===== config.mk =====
export PLATFORM = sky130hd
export DESIGN_NAME = uart_rx
export DESIGN_NICKNAME = d
export VERILOG_FILES = /design/src/rtl/uart_rx.sv
export SDC_FILE = /design/constraint.sdc
export NUM_CORES = 1
export LEC_CHECK = 0
export ABC_AREA = 1
export CORE_MARGIN = 2
export CORE_UTILIZATION = 58
export CTS_CLUSTER_SIZE = 10
export DETAILED_ROUTE_END_ITERATION = 6
export DONT_BUFFER_PORTS = 1
export GPL_TIMING_DRIVEN = 0
export HOLD_SLACK_MARGIN = 0.03
export PLACE_DENSITY = 0.76
export REMOVE_ABC_BUFFERS = 1
export SLEW_MARGIN = 20
export SYNTH_ARGS = -nofsm -noshare
export SYNTH_HDL_FRONTEND = slang
export SYNTH_SLANG_ARGS = --single-unit

===== constraint.sdc =====
create_clock -name i_clk -period 2.1 [get_ports i_clk]
set_input_delay 0.42 -clock i_clk [delete_from_list [all_inputs] [get_ports i_clk]]
set_output_delay 0.42 -clock i_clk [all_outputs]
set_load 0.05 [all_outputs]

===== src/rtl/uart_rx.sv =====
// UART receiver: start-edge aligned bit timing, LSB-first data, optional parity,
// stop-bit check, and a valid/ready handshake toward the host side.
module uart_rx #(
  parameter int DataBits   = 8,
  parameter int ParityEn   = 0,
  parameter int ParityOdd  = 0,
  parameter int SyncStages = 2
) (
  input  logic                i_clk,
  input  logic                i_rst_n,
  input  logic                i_en,
  input  logic [15:0]         i_scaler,
  input  logic                i_rx,
  output logic [DataBits-1:0] o_data,
  output logic                o_valid,
  input  logic                i_ready,
  output logic                o_parity_err,
  output logic                o_frame_err,
  output logic                o_overrun,
  output logic                o_busy
);

  localparam int IdxW = $clog2(DataBits + 1);

  typedef enum logic [2:0] {
    IDLE,
    START,
    DATA,
    PARITY,
    STOP
  } state_t;

  state_t                state;
  logic [SyncStages-1:0] sync;
  logic                  prev;
  logic                  line;
  logic [15:0]           cnt;
  logic [15:0]           s_l;
  logic [IdxW-1:0]       bit_idx;
  logic [DataBits-1:0]   shift;
  logic                  perr;

  assign line   = sync[SyncStages-1];
  assign o_busy = (state != IDLE);

  // Synchronizer and previous-line register idle high so reset never looks like a start edge.
  always_ff @(posedge i_clk) begin
    if (!i_rst_n) begin
      sync <= '1;
      prev <= 1'b1;
    end else begin
      sync <= {sync[SyncStages-2:0], i_rx};
      prev <= line;
    end
  end

  // Receive FSM; the bit counter restarts on each start edge so sampling is frame-aligned.
  always_ff @(posedge i_clk) begin
    if (!i_rst_n) begin
      state        <= IDLE;
      cnt          <= '0;
      s_l          <= '0;
      bit_idx      <= '0;
      shift        <= '0;
      perr         <= 1'b0;
      o_data       <= '0;
      o_valid      <= 1'b0;
      o_parity_err <= 1'b0;
      o_frame_err  <= 1'b0;
      o_overrun    <= 1'b0;
    end else begin
      o_frame_err <= 1'b0;
      o_overrun   <= 1'b0;
      if (o_valid && i_ready) begin
        o_valid <= 1'b0;
      end

      if (!i_en) begin
        state   <= IDLE;
        cnt     <= '0;
        bit_idx <= '0;
      end else begin
        case (state)
          IDLE: begin
            cnt <= '0;
            if (prev && !line) begin
              state   <= START;
              s_l     <= i_scaler;
              bit_idx <= '0;
            end
          end

          START: begin
            if (cnt == (s_l >> 1)) begin
              cnt   <= '0;
              state <= line ? IDLE : DATA;
            end else begin
              cnt <= cnt + 16'd1;
            end
          end

          DATA: begin
            if (cnt == s_l - 16'd1) begin
              cnt   <= '0;
              shift <= {line, shift[DataBits-1:1]};
              if (bit_idx == IdxW'(DataBits - 1)) begin
                bit_idx <= '0;
                state   <= (ParityEn != 0) ? PARITY : STOP;
              end else begin
                bit_idx <= bit_idx + 1'b1;
              end
            end else begin
              cnt <= cnt + 16'd1;
            end
          end

          PARITY: begin
            if (cnt == s_l - 16'd1) begin
              cnt   <= '0;
              perr  <= (((^shift) ^ line) != (ParityOdd != 0));
              state <= STOP;
            end else begin
              cnt <= cnt + 16'd1;
            end
          end

          STOP: begin
            if (cnt == s_l - 16'd1) begin
              cnt   <= '0;
              state <= IDLE;
              // An accept in this same cycle frees the holding register for the new word.
              if (line) begin
                if (!o_valid || i_ready) begin
                  o_data       <= shift;
                  o_parity_err <= (ParityEn != 0) && perr;
                  o_valid      <= 1'b1;
                end else begin
                  o_overrun <= 1'b1;
                end
              end else begin
                o_frame_err <= 1'b1;
              end
            end else begin
              cnt <= cnt + 16'd1;
            end
          end

          default: begin
            state <= IDLE;
            cnt   <= '0;
          end
        endcase
      end
    end
  end

endmodule


After elaboration in Yosys (flattened, before gate mapping) --
Index checks and enable logic that the tools add are counted.
Word-level totals: bits in registers 61, latch bits 0, bits in writable memories 0, memory bits (read-only) 0, input bits 21, output and inout bits 13, word-level logic and storage cells 67, memories kept 0
Cells by class: $add $sub $neg 3, multiply operators 0, divide/modulo/power cells 0, $lt $le $gt $ge 0, eq/ne operators 13, shift-type cells 0, mux-type cells 23, bitwise gates (word level) 0, reduce and logical (&&, ||, !) cells 17
Operator list (count):
- $mux 16 | 2
- $pmux 16 s2 | 1
- $mux 3 | 6
- $add 16x1->16 const B | 1
- $eq 16x15->1 | 1
- $eq 16x16->1 | 1
- $sub 16x1->16 const B | 1
- $pmux 3 s5 | 1
- $mux 4 | 3
- $ne 2x2->1 const B | 6
- $reduce_and 5->1 | 2
- $reduce_and 3->1 | 3
- $mux 1 | 8
- $pmux 4 s2 | 1
- $eq 3x2->1 const B | 2
- $reduce_and 6->1 | 1
- $add 4x1->4 const B | 1
- $eq 4x3->1 const B | 1
- $reduce_and 4->1 | 1
- $eq 3x1->1 const B | 1
- $eq 3x3->1 const B | 1
- $logic_not 3->1 | 1
- $reduce_bool 3->1 | 1
- $reduce_or 3->1 | 1
- other kinds (6) | 8

Longest topological paths before layout --
depth after elaboration 7, gate-level depth with buffers 19, depth with buffers taken out 18

Worst setup path before layout --
Ideal clock, no wire load.
kind register to register, start reg s_l[0], end reg cnt[11], library setup time 0.132 ns, data arrival time 1.915 ns, data required time 1.968 ns, slack 0.053 ns, stages on the path, launching flop included 17, path buffers 1, period minus slack after synthesis 2.047 ns, cell sequence dfxtp_1 > inv_2 > ha_1 > nand2_1 > nor2_2 > nand2_1 > nand2_1 > nand2_1 > nand2_1 > nand2_1 > inv_1 > nand2_1 > nor2_1 > nand2_2 > a21boi_2 > buf_4 > nor3_1
On the way: word-level cells in the longest chain between the ends 4
Ends and longest elaborated chain:
- start, declared | line 38 | logic [15:0] s_l;
- start signal, assigned | line 88 | s_l <= i_scaler;
- $sub 16x1->16 | line 103, 118, 128
- $eq 16x16->1 | line 103, 118, 128
- $mux 16 | line 103, 118, 128
- $pmux 16 s2 | line 83 | case (state)
- end signal, assigned | line 98 | cnt <= cnt + 16'd1;
- end signal, assigned | line 113 | cnt <= cnt + 16'd1;
- end signal, assigned | line 123 | cnt <= cnt + 16'd1;
- end, declared | line 37 | logic [15:0] cnt;
Every way passes these cells. A chain may end at the register's enable or synchronous reset.

Final worst setup path --
start reg s_l[0], end reg cnt[15]
Same word-level chain as after synthesis.

==> flow_summary.yaml <==
timing:
  fmax_mhz: 456
  worst_pin_slew_ns: 0.766
  hold-worst-slack_ns: 0.163
  fin_crit_sh_pct: 104
  setup_violations: 21
  period_needed_ns: 2.19
  hold_viol: 0
  finClkSkew_ns: 0.0105
  setup_ws_ns: -0.0914
  relSlewSlack_pct: 48.9
  maxSlewViolCount: 0
  rsz0062_at_grt: "yes"
status:
  status: "finished with violations"
  failed_checks: "setup timing"
cells_and_area:
  layout_common_cells: "127 x nand2_1, 80 x nor2_1, 63 x inv_1, 52 x dfxtp_1, 29 x nand3_1"
  nets: 618
  final_area_um2: 4410
  antenna_cells: 0
  drive_gt1_share_pct: 20.5
  fillers: 540
  final_common_cell: "nand2_1"
  syn_to_final_growth_pct: 18.2
setup_path:
  start_kind: "flip-flop"
  crit_type: "reg2reg"
  rr_endpoint: "cnt[15]$_SDFF_PN0_"
  endpoint_kind: "flip-flop"
  rrSetupSlack_ns: -0.09
  critPathMaxFanout: 10
  timing.rr.start: "s_l[0]$_SDFFE_PN0P_"
  worstPathRequired_ns: 2.30
  r2r_cells: 15
  arrival_ns: 2.39
synthesis:
  syn-instance-count: 582
  yosysWarnings: 0
  async_flop_share_pct: 0
  synth.avg_cell_area_um2: 6.41
  ys_seq_area_share_pct: 32.8
  synth.distinct_cells: 33
  synth_edf_count: 0
  dominantRegCellSynth: "dfxtp_1"
  netlist_area_um2: 3730
  synth_seq_cells: 61
power_and_ir_drop:
  seqPwrFrac_pct: 42.6
  peakVddDrop_mv: 0.488
  switchingPower_w: 0.000893
  power_frac_clock_pct: 36.5
  p_comb_share_pct: 20.9
  powerDensity_nw_per_um2: 641
  intPower_w: 0.00193
  power_switching_share_pct: 31.6
  leakagePower_nw: 1.96
grt:
  antenna_found_initial: 0
  grt_pass1_wl_um: 15000
  grt_max_degree: 37
  overflow: 0
  grt_pass1_vias: 3359
  track_usage_pct: 26.2
detailed_routing:
  post_drt_wl_per_cell_um: 13.9
  ant_nets: 0
  vias: 3699
  drt_pre_antenna_iters: 5
  wl_um: 9370
  vias_per_cell: 5.47
  dr.first_iter.drc_count: 219
  drc: 0
place:
  io_buffers: 0
  dpl.hpwl_um: 6260
  dpl_cell_area_um2: 3750
  post-place-ws_ns: -0.521
  gp_congestion: 0.919
clocking:
  cts_inserted_buffers: 9
  cts_tree: "yes"
  clkSlewWorstSetupHoldPaths_ns: 0.07
  insertion_delay_ns: 0.35
  cts_max_path_buffers: 2
  hold_buffers: 0
  cts.sinks: 61
  htreeDepth: 3
  ctsRootBufferMaster: "clkbuf_8"
job:
  cap_violations: 0
floorplan:
  ios: 34
  die_y_um: 84.2
  fp.dieW_um: 84.2
  start_util_pct: 59.4
  rows: 29
  die_area_um2: 7090
  coreArea_um2: 6280
min_path:
  worstHoldStart: "i_rst_n"
  hp-class: "in2reg"
  holdPathEnd: "prev$_SDFF_PN1_"
  min_path_cells: 1
-- power by group through the flow --
| stage | clock network [W] | registers [W] | logic, W |
|---|---|---|---|
| 3_5_place_dp | 0 | 0.00123 | 0.000443 |
| 5_1_grt | 0.00109 | 0.00121 | 0.000649 |
| 3_3_place_gp | 0 | 0.00123 | 0.000431 |
| 4_1_cts | 0.00105 | 0.00120 | 0.000473 |
| 2_1_floorplan | 0 | 0.00122 | 0.000361 |
| 6_report | 0.00103 | 0.00120 | 0.000590 |
-- synthesized netlist by cell type (11+ instances only) --
master    count  area share, %
nand2_1     145             15
dfxtp_1      61             33
clkbuf_1     11            1.1
nand3_1      33            4.4
xnor2_1      19            4.5
o21ai_0      21            2.8
xor2_1       13            3.1
a21oi_1      17            2.3
nor3_1       27            3.6
inv_1        64            6.4
nor2_1       97            9.8
nand4_1      19            3.2
-- area by class of cell --
type                    instances  area [um^2]  area share (%)
repair buffers                 15          160            3.63
multi-input cells             438         2450            55.7
flip-flops and latches         61         1240            28.1
inverters                      69          267            6.05
clock buffers                  10          128            2.90
clock inverters                 6         63.8            1.45
well taps                      77         96.3            2.19
-- through the flow --
step                utilization (%)  TNS, ns  instances  total power [W]
floorplan                         -        0        566          0.00158
global placement               59.7   -14.25        643          0.00166
detailed placement             59.8   -16.15        643          0.00167
CTS                            65.3  -0.0267        668          0.00272
global route                   70.2    -4.09        676          0.00295
finish                         70.2    -1.27        676          0.00283
-- logic make-up (layout without fill, tap and decap cells) --
family	count (synthesis)	count (layout)	share of synthesized area (%)
buffers and inverters	85	100	9.09
and+or+nand+nor	357	359	43.5
xor gates and xnor gates	32	32	7.52
DFF	61	61	32.8
adders and majority gates	3	3	1.01
AOI/OAI and AO/OA	43	43	6.07
other	1	1	0.101
-- repair_timing --
action | CTS | global route
endpoints found under the hold margin | 0 | 0
setup endpoints to repair | 57 | 58
resized for setup | 24 | 66
cloned | 1 | 1
pin swaps | 12 | 36
buffers inserted | 8 | 8
-- layer usage --
layer / routed length, um / track usage [%]
met4: 230 / 11.4
met1: 4130 / 33.1
met2: 4560 / 43.4
met3: 449 / 5.41
met5: 0 / 0
-- registers in the layout (all words and copies together) (netlist names) --
signal / flops
bit_idx: 4
cnt: 16
o_data: 8
o_frame_err: 1
o_overrun: 1
o_valid: 1
prev: 1
s_l: 16
shift: 8
state: 3
sync: 2
-- critical path: stages (launching register included) --
cell	delay (ns)
dfxtp_2	0.33
inv_2	0.08
ha_4	0.18
nand3_4	0.13
nor2_4	0.14
nand2_1	0.08
nand2_2	0.08
nand2_1	0.06
nor2_1	0.10
nand2_1	0.09
nor2_2	0.14
nand2_2	0.12
buf_12	0.15
a21boi_4	0.15
buf_6	0.17
nor3_1	0.06
-- how the worst max path moves through the flow --
stage | start | endpoint | depth (start not counted)
floorplan | s_l[0]$_SDFFE_PN0P_ | cnt[1]$_SDFF_PN0_ | 15
global placement | s_l[0]$_SDFFE_PN0P_ | cnt[9]$_SDFF_PN0_ | 15
detailed placement | s_l[0]$_SDFFE_PN0P_ | cnt[13]$_SDFF_PN0_ | 15
CTS | s_l[1]$_SDFFE_PN0P_ | o_data[5]$_SDFFE_PN0P_ | 16
global route | s_l[0]$_SDFFE_PN0P_ | state[0]$_SDFFE_PN0P_ | 15
finish | s_l[0]$_SDFFE_PN0P_ | cnt[15]$_SDFF_PN0_ | 15
Note: power is estimated with default switching activity, not from simulation.
